`src/rtl/fir_pkg.sv`:
```
// ---------------------------------------------------------------------------
// fir_pkg
// Shared definitions for the FIR datapath (MAC pipeline and FIR output stage).
//   FIR_MAX_W      widest intermediate used by the rounding/saturation helper
//   sat_round_t    result of sat_round: saturated value plus clip flag
//   acc_width_ok   parameter check: accumulator holds a full product
//   mult_stages_ok parameter check: multiplier has at least one register
//   sat_round      round half-up, arithmetic shift, then clip to out_width
// ---------------------------------------------------------------------------
package fir_pkg;

   localparam int FIR_MAX_W = 128;

   typedef struct packed {
      logic                        sat;
      logic signed [FIR_MAX_W-1:0] value;
   } sat_round_t;

   // The accumulator must be at least as wide as a full-precision product.
   // Two bits of headroom below FIR_MAX_W keep the rounding add from wrapping.
   function automatic bit acc_width_ok(input int acc_width, input int in0_width,
                                       input int in1_width);
      return (acc_width >= in0_width + in1_width) && (acc_width <= FIR_MAX_W - 2);
   endfunction

   function automatic bit mult_stages_ok(input int stages);
      return stages >= 1;
   endfunction

   // The caller sign-extends its value to FIR_MAX_W first, so the rounding
   // constant can be added without overflow; only the final clip can change
   // the magnitude.
   function automatic sat_round_t sat_round(input logic signed [FIR_MAX_W-1:0] value,
                                            input int shift, input int out_width);
      logic signed [FIR_MAX_W-1:0] one;
      logic signed [FIR_MAX_W-1:0] rounded;
      logic signed [FIR_MAX_W-1:0] max_pos;
      logic signed [FIR_MAX_W-1:0] min_neg;
      sat_round_t                  res;
      one     = FIR_MAX_W'(1);
      rounded = value;
      if (shift > 0) begin
         rounded = value + (one <<< (shift - 1));
      end
      rounded   = rounded >>> shift;
      max_pos   = (one <<< (out_width - 1)) - one;
      min_neg   = -(one <<< (out_width - 1));
      res.sat   = 1'b0;
      res.value = rounded;
      if (rounded > max_pos) begin
         res.sat   = 1'b1;
         res.value = max_pos;
      end else if (rounded < min_neg) begin
         res.sat   = 1'b1;
         res.value = min_neg;
      end
      return res;
   endfunction

endpackage

```
`src/rtl/mult_pipe.sv`:
```
// ---------------------------------------------------------------------------
// mult_pipe
// Full-precision signed multiplier followed by a STAGES-deep register chain.
// The valid/first/last sideband travels alongside the product so the
// accumulator sees each beat exactly as it was presented.
// Ports:
//   clk, rst_n         clock (rising edge), asynchronous active-low reset
//   valid, first, last input beat qualifier and frame delimiters
//   a, b               signed operands
//   prod_valid/first/last  delayed sideband
//   product            signed A_WIDTH+B_WIDTH product, STAGES cycles later
// ---------------------------------------------------------------------------
module mult_pipe #(
   parameter int A_WIDTH = 16,
   parameter int B_WIDTH = 16,
   parameter int STAGES  = 2
) (
   input  logic                              clk,
   input  logic                              rst_n,
   input  logic                              valid,
   input  logic                              first,
   input  logic                              last,
   input  logic signed [A_WIDTH-1:0]         a,
   input  logic signed [B_WIDTH-1:0]         b,
   output logic                              prod_valid,
   output logic                              prod_first,
   output logic                              prod_last,
   output logic signed [A_WIDTH+B_WIDTH-1:0] product
);

   localparam int P_WIDTH = A_WIDTH + B_WIDTH;

   logic signed [P_WIDTH-1:0] product_comb;
   logic signed [P_WIDTH-1:0] prod_q  [STAGES];
   logic                      valid_q [STAGES];
   logic                      first_q [STAGES];
   logic                      last_q  [STAGES];

   // Both operands are sign-extended to the product width so the multiply
   // is exact and signed.
   assign product_comb = P_WIDTH'(a) * P_WIDTH'(b);

   // Register chain: stage 0 captures the fresh product, later stages shift.
   // Every stage is cleared on reset so no stale beat can emerge afterwards.
   always_ff @(posedge clk or negedge rst_n) begin
      if (!rst_n) begin
         for (int s = 0; s < STAGES; s++) begin
            prod_q[s]  <= '0;
            valid_q[s] <= 1'b0;
            first_q[s] <= 1'b0;
            last_q[s]  <= 1'b0;
         end
      end else begin
         prod_q[0]  <= product_comb;
         valid_q[0] <= valid;
         first_q[0] <= first;
         last_q[0]  <= last;
         for (int s = 1; s < STAGES; s++) begin
            prod_q[s]  <= prod_q[s-1];
            valid_q[s] <= valid_q[s-1];
            first_q[s] <= first_q[s-1];
            last_q[s]  <= last_q[s-1];
         end
      end
   end

   assign product    = prod_q[STAGES-1];
   assign prod_valid = valid_q[STAGES-1];
   assign prod_first = first_q[STAGES-1];
   assign prod_last  = last_q[STAGES-1];

endmodule

```
`src/rtl/mac_pipe.sv`:
```
// ---------------------------------------------------------------------------
// mac_pipe
// Pipelined signed multiply-accumulate for the FIR datapath. Products are
// summed over frames delimited by first_i/last_i; each frame yields one
// rounded, saturated result with a one-cycle valid_o strobe.
// Latency from the last_i beat to valid_o is MULT_STAGES+2 cycles.
// Ports:
//   clk_i, rst_ni   clock (rising edge), asynchronous active-low reset
//   valid_i         in0_i/in1_i/first_i/last_i qualified this cycle
//   in0_i, in1_i    signed sample and coefficient
//   first_i         first product of a frame (accumulator restarts from 0)
//   last_i          last product of a frame (result emitted)
//   valid_o         single-cycle strobe for result_o/sat_o
//   result_o        rounded, saturated frame sum (holds until next valid_o)
//   sat_o           result_o was clipped
// ---------------------------------------------------------------------------
module mac_pipe #(
   parameter int IN0_WIDTH   = 16,
   parameter int IN1_WIDTH   = 16,
   parameter int ACC_WIDTH   = 40,
   parameter int OUT_WIDTH   = 16,
   parameter int OUT_SHIFT   = 15,
   parameter int MULT_STAGES = 2
) (
   input  logic                        clk_i,
   input  logic                        rst_ni,
   input  logic                        valid_i,
   input  logic signed [IN0_WIDTH-1:0] in0_i,
   input  logic signed [IN1_WIDTH-1:0] in1_i,
   input  logic                        first_i,
   input  logic                        last_i,
   output logic                        valid_o,
   output logic signed [OUT_WIDTH-1:0] result_o,
   output logic                        sat_o
);

   import fir_pkg::*;

   localparam int PROD_WIDTH = IN0_WIDTH + IN1_WIDTH;

   if (!acc_width_ok(ACC_WIDTH, IN0_WIDTH, IN1_WIDTH)) begin : g_bad_acc_width
      $error("mac_pipe: ACC_WIDTH must hold a full product and stay below FIR_MAX_W-1");
   end
   if (!mult_stages_ok(MULT_STAGES)) begin : g_bad_mult_stages
      $error("mac_pipe: MULT_STAGES must be at least 1");
   end

   logic                         m_valid;
   logic                         m_first;
   logic                         m_last;
   logic signed [PROD_WIDTH-1:0] m_product;
   logic signed [ACC_WIDTH-1:0]  prod_ext;
   logic signed [ACC_WIDTH-1:0]  sum;
   logic signed [ACC_WIDTH-1:0]  acc;
   logic signed [ACC_WIDTH-1:0]  sum_q;
   logic                         frame_done;
   sat_round_t                   rounded;

   mult_pipe #(
      .A_WIDTH (IN0_WIDTH),
      .B_WIDTH (IN1_WIDTH),
      .STAGES  (MULT_STAGES)
   ) u_mult (
      .clk        (clk_i),
      .rst_n      (rst_ni),
      .valid      (valid_i),
      .first      (first_i),
      .last       (last_i),
      .a          (in0_i),
      .b          (in1_i),
      .prod_valid (m_valid),
      .prod_first (m_first),
      .prod_last  (m_last),
      .product    (m_product)
   );

   // A first beat ignores whatever the accumulator holds; the sum wraps
   // silently in ACC_WIDTH two's complement.
   always_comb begin
      prod_ext = ACC_WIDTH'(m_product);
      sum      = (m_first ? '0 : acc) + prod_ext;
   end

   // Accumulator stage. The running sum clears after a last beat so a
   // following beat without first still starts from zero. The finished
   // frame sum is handed to the output stage with a one-cycle done flag.
   always_ff @(posedge clk_i or negedge rst_ni) begin
      if (!rst_ni) begin
         acc        <= '0;
         sum_q      <= '0;
         frame_done <= 1'b0;
      end else begin
         frame_done <= m_valid && m_last;
         if (m_valid) begin
            acc <= m_last ? '0 : sum;
            if (m_last) begin
               sum_q <= sum;
            end
         end
      end
   end

   always_comb begin
      rounded = sat_round(FIR_MAX_W'(sum_q), OUT_SHIFT, OUT_WIDTH);
   end

   // Output stage: result and clip flag only update on a finished frame and
   // then hold; valid_o is a single-cycle strobe.
   always_ff @(posedge clk_i or negedge rst_ni) begin
      if (!rst_ni) begin
         valid_o  <= 1'b0;
         result_o <= '0;
         sat_o    <= 1'b0;
      end else begin
         valid_o <= frame_done;
         if (frame_done) begin
            result_o <= rounded.value[OUT_WIDTH-1:0];
            sat_o    <= rounded.sat;
         end
      end
   end

endmodule

```
`config.mk`:
```
export PLATFORM = sky130hd
export DESIGN_NAME = mac_pipe
export DESIGN_NICKNAME = d
export VERILOG_FILES = /design/src/rtl/fir_pkg.sv /design/src/rtl/mult_pipe.sv /design/src/rtl/mac_pipe.sv
export SDC_FILE = /design/constraint.sdc
export NUM_CORES = 1
export LEC_CHECK = 0
export CAP_MARGIN = 20
export CORE_MARGIN = 1
export CORE_UTILIZATION = 45
export DETAILED_ROUTE_END_ITERATION = 8
export DONT_BUFFER_PORTS = 1
export PLACE_DENSITY = 0.69
export SYNTH_ARGS = -nofsm -noshare
export SYNTH_HDL_FRONTEND = slang
export SYNTH_SLANG_ARGS = --single-unit
```
`constraint.sdc`:
```
create_clock -name clk_i -period 8.9 [get_ports clk_i]
set_input_delay 0.445 -clock clk_i [delete_from_list [all_inputs] [get_ports clk_i]]
set_output_delay 0.445 -clock clk_i [all_outputs]
set_load 0.01 [all_outputs]
```
==> run metrics <==
status finished, violations left; failing checks hold timing; Crit path top cell by count fa_1; mux cell area share after synthesis less than 1%; worst-skew pair later-pin latency 420 ps; Worst EP required approximately 9200 ps; initial core utilization between 40% and 50%; met2 global-route usage 36.7%; # diodes 0; CP peak stage delay 600 ps; Reg-to-Reg End sum_q[34]$_DFFE_PN0P_; Tmin final between 6000 and 7000 ps; CTS tree done; main combinational cell family by area after synthesis adder cells; Routability Congestion approximately 0.86; hold crit path type primary input to asynchronous set/reset pin; worst path bufs/invs 3; Top FF cell, synth dfrtp_1; Yosys Warn Count 0; RSZ-0062 raised after global routing no; core area roughly 0.039 mm²; setup TNS 0 ps; post-synthesis compound-gate area fraction 11.1%; layout cell share with drive strength beyond 1 between 4 and 5%; CP endpoint kind register; total track usage between 20% and 30%; post-CTS setup buffers 0; # IOs 55; grt ovf 0; commonest cells in the netlist inv_1, fa_1, nand2_1; Via density ~5.3; H-tree levels 4; hold_ws -80.7 ps; Setup CP Type primary input to register; Seq/Total Area, Yosys 21.9%; Synth area leaders fa_1, dfrtp_1, ha_1, inv_1, and2_1; met1 Use GR between 20 and 30%; worst slew pin tran between 900 and 1000 ps; adder-cell share of the synthesized area around two fifths; library cells used by synthesis between 70 and 80; vias post-DR roughly 12000; Post-Syn Area approximately 0.018 mm²; Post-Syn Nets 2257; DRT antenna net count 0; Area Overhead vs Synth 6.09%; clock root buffer clkbuf_16; final worst clock skew 14.7 ps; area share of the largest cell type after synthesis between 20 and 30%; number of buffers created by CTS 17; fin nets 2216; WP depth 19; Die Width between 200 and 250 µm; Max Cap Viol 0; clk buf depth 2; worst endpoint data arrival time between 6000 and 7000 ps; HPWL Detailed slightly above 30 mm; relative slew slack 39.8%; die area between 0.04 and 0.05 mm²; CP delay by family, top adder cells; Avg WL per Cell 16.8 µm; Synth area leader fa_1; Max FO, Critical Path 14; Final Slew Violations 0; placed cell count between 2000 and 2500; largest net degree at the start of global routing between 150 and 200; clock sink count 155; DIE HEIGHT around 200 µm; initial antenna violation count 0; launch point of the worst reg-to-reg path u_mult.prod_first$_DFF_PN0_; Peak Freq between 0.15 and 0.2 GHz; met3 usage around 2.8%; Remaining DRCs 0; grt peak-use layer met2; final wirelength slightly below 40 mm; number of global-route vias before repair 13600; fill count ~3600; Worst Setup SP in1_i[15]; xor/xnor share of the synthesized area approximately 4.5%; Worst R2R Setup Slack about 4800 ps; #FFs+latches synth between 150 and 200; ys async rst share 100%; site row count a little over 70; Avg Inst Size Synth slightly below 10 µm²; first-pass GRT wire length roughly 67 mm; Synth Area in Simple Gates roughly 15%; final setup fails 0; Critical Path End u_mult.prod_q[62]$_DFF_PN0_; DRT iter0 DRCs 570; Non-Filler Instances roughly 2300; slowest CP cell or4b_2; drt first pass iters 5; Fin. Hold Viols 16; crit path cell chain inv_1, nor2_1, fa_1, fa_1, fa_1, fa_1, fa_1, inv_1, fa_1, inv_1, ha_1, a21o_1, a21oi_1, or4b_2, o211ai_1, a21oi_1, a211o_1, a21oi_1, xnor2_1; Cells after Synth 1835; worst reg2reg path depth 13; EDFF count, synth 0; ratio of final minimum period to clock period ~73%; Port Buffers 0; top-count cell post-synth inv_1; crit start category primary input; clock-pin slew on the worst setup and hold paths ~70 ps
-- worst min-delay path by stage --
stage                                  end  slack (ps)  cells after the start
2_1_floorplan           acc[0]$_DFFE_PN0P_         150                      0
3_3_place_gp    u_mult.prod_last$_DFF_PN0_         150                      0
3_5_place_dp    u_mult.last_q[1]$_DFF_PN0_         160                      0
4_1_cts        u_mult.valid_q[1]$_DFF_PN0_          30                      0
5_1_grt        u_mult.valid_q[1]$_DFF_PN0_          30                      0
6_report               acc[37]$_DFFE_PN0P_         -80                      1
-- layer usage --
layer	up-vias	routed length, µm
met5	-	0
met4	0	1040
met3	70	1870
met2	323	19800
met1	6160	16400
li1	5715	-
-- cell type report --
type	instances	area, µm²	share of cell area [%]
Clock inverter	15	199	1.06
Timing Repair Buffer	6	85.1	0.453
Tap cell	518	648	3.45
Inverter	351	1320	7.02
Multi-Input combinational cell	1263	12200	65.1
Clock buffer	17	425	2.27
Sequential cell	155	3880	20.7
-- per-stage QoR --
stage,cell area [µm²],worst slack (ps),util [%]
2_1_floorplan,17700,2400,-
3_3_place_gp,18100,2100,46.7
3_5_place_dp,18100,2010,46.7
4_1_cts,18800,2440,48.4
5_1_grt,18800,2080,48.5
6_report,18800,2430,48.5
-- flip-flops by register name (all words and copies together) (netlist names), 16 cells and up --
name and count:
acc 40, sum_q 26, u_mult.prod_q 32, result_o 16, u_mult.product 32
-- worst reg2reg max path, stage by stage (launching register included) --
cell	delay [ps]
dfrtp_1	370
buf_4	290
nor2b_1	180
ha_1	220
fa_1	260
a211oi_1	110
o21ai_0	400
nand3_1	230
o211a_1	340
o32ai_1	590
nand4_1	220
a211oi_1	330
xor2_1	170
mux2_2	290
-- placed cells by master, fill, tap and decap left out, drive strengths merged, types with 7 or more instances in the layout --
master	instances
ha	122
o211ai	11
and2	130
nor3	14
o2bb2ai	26
o21a	7
and3	17
o221ai	14
nor2	50
nor2b	49
a211oi	7
nand2	178
a31oi	8
fa	263
a31o	8
xnor2	56
nand4	10
clkbuf	17
dfrtp	155
nand3	33
a21oi	59
o21ai	46
inv	358
xor2	34
o21bai	7
a21o	37
o31ai	14
nand2b	13
-- logic make-up after synthesis --
logic type	Yosys count
fa+ha+maj	385
compound gates	271
buf+inv	417
flops	155
xor+xnor	90
simple gates	509
mux	8
-- timing repair --
action / CTS / global route
hold endpoints to repair: 155 / 0
hold buffers: 1 / 0
gates resized for setup: 0 / 0
Power is left out: the tool's default activity adds up to more than one toggle a clock period on the data nets, which glitch-free logic cannot reach.
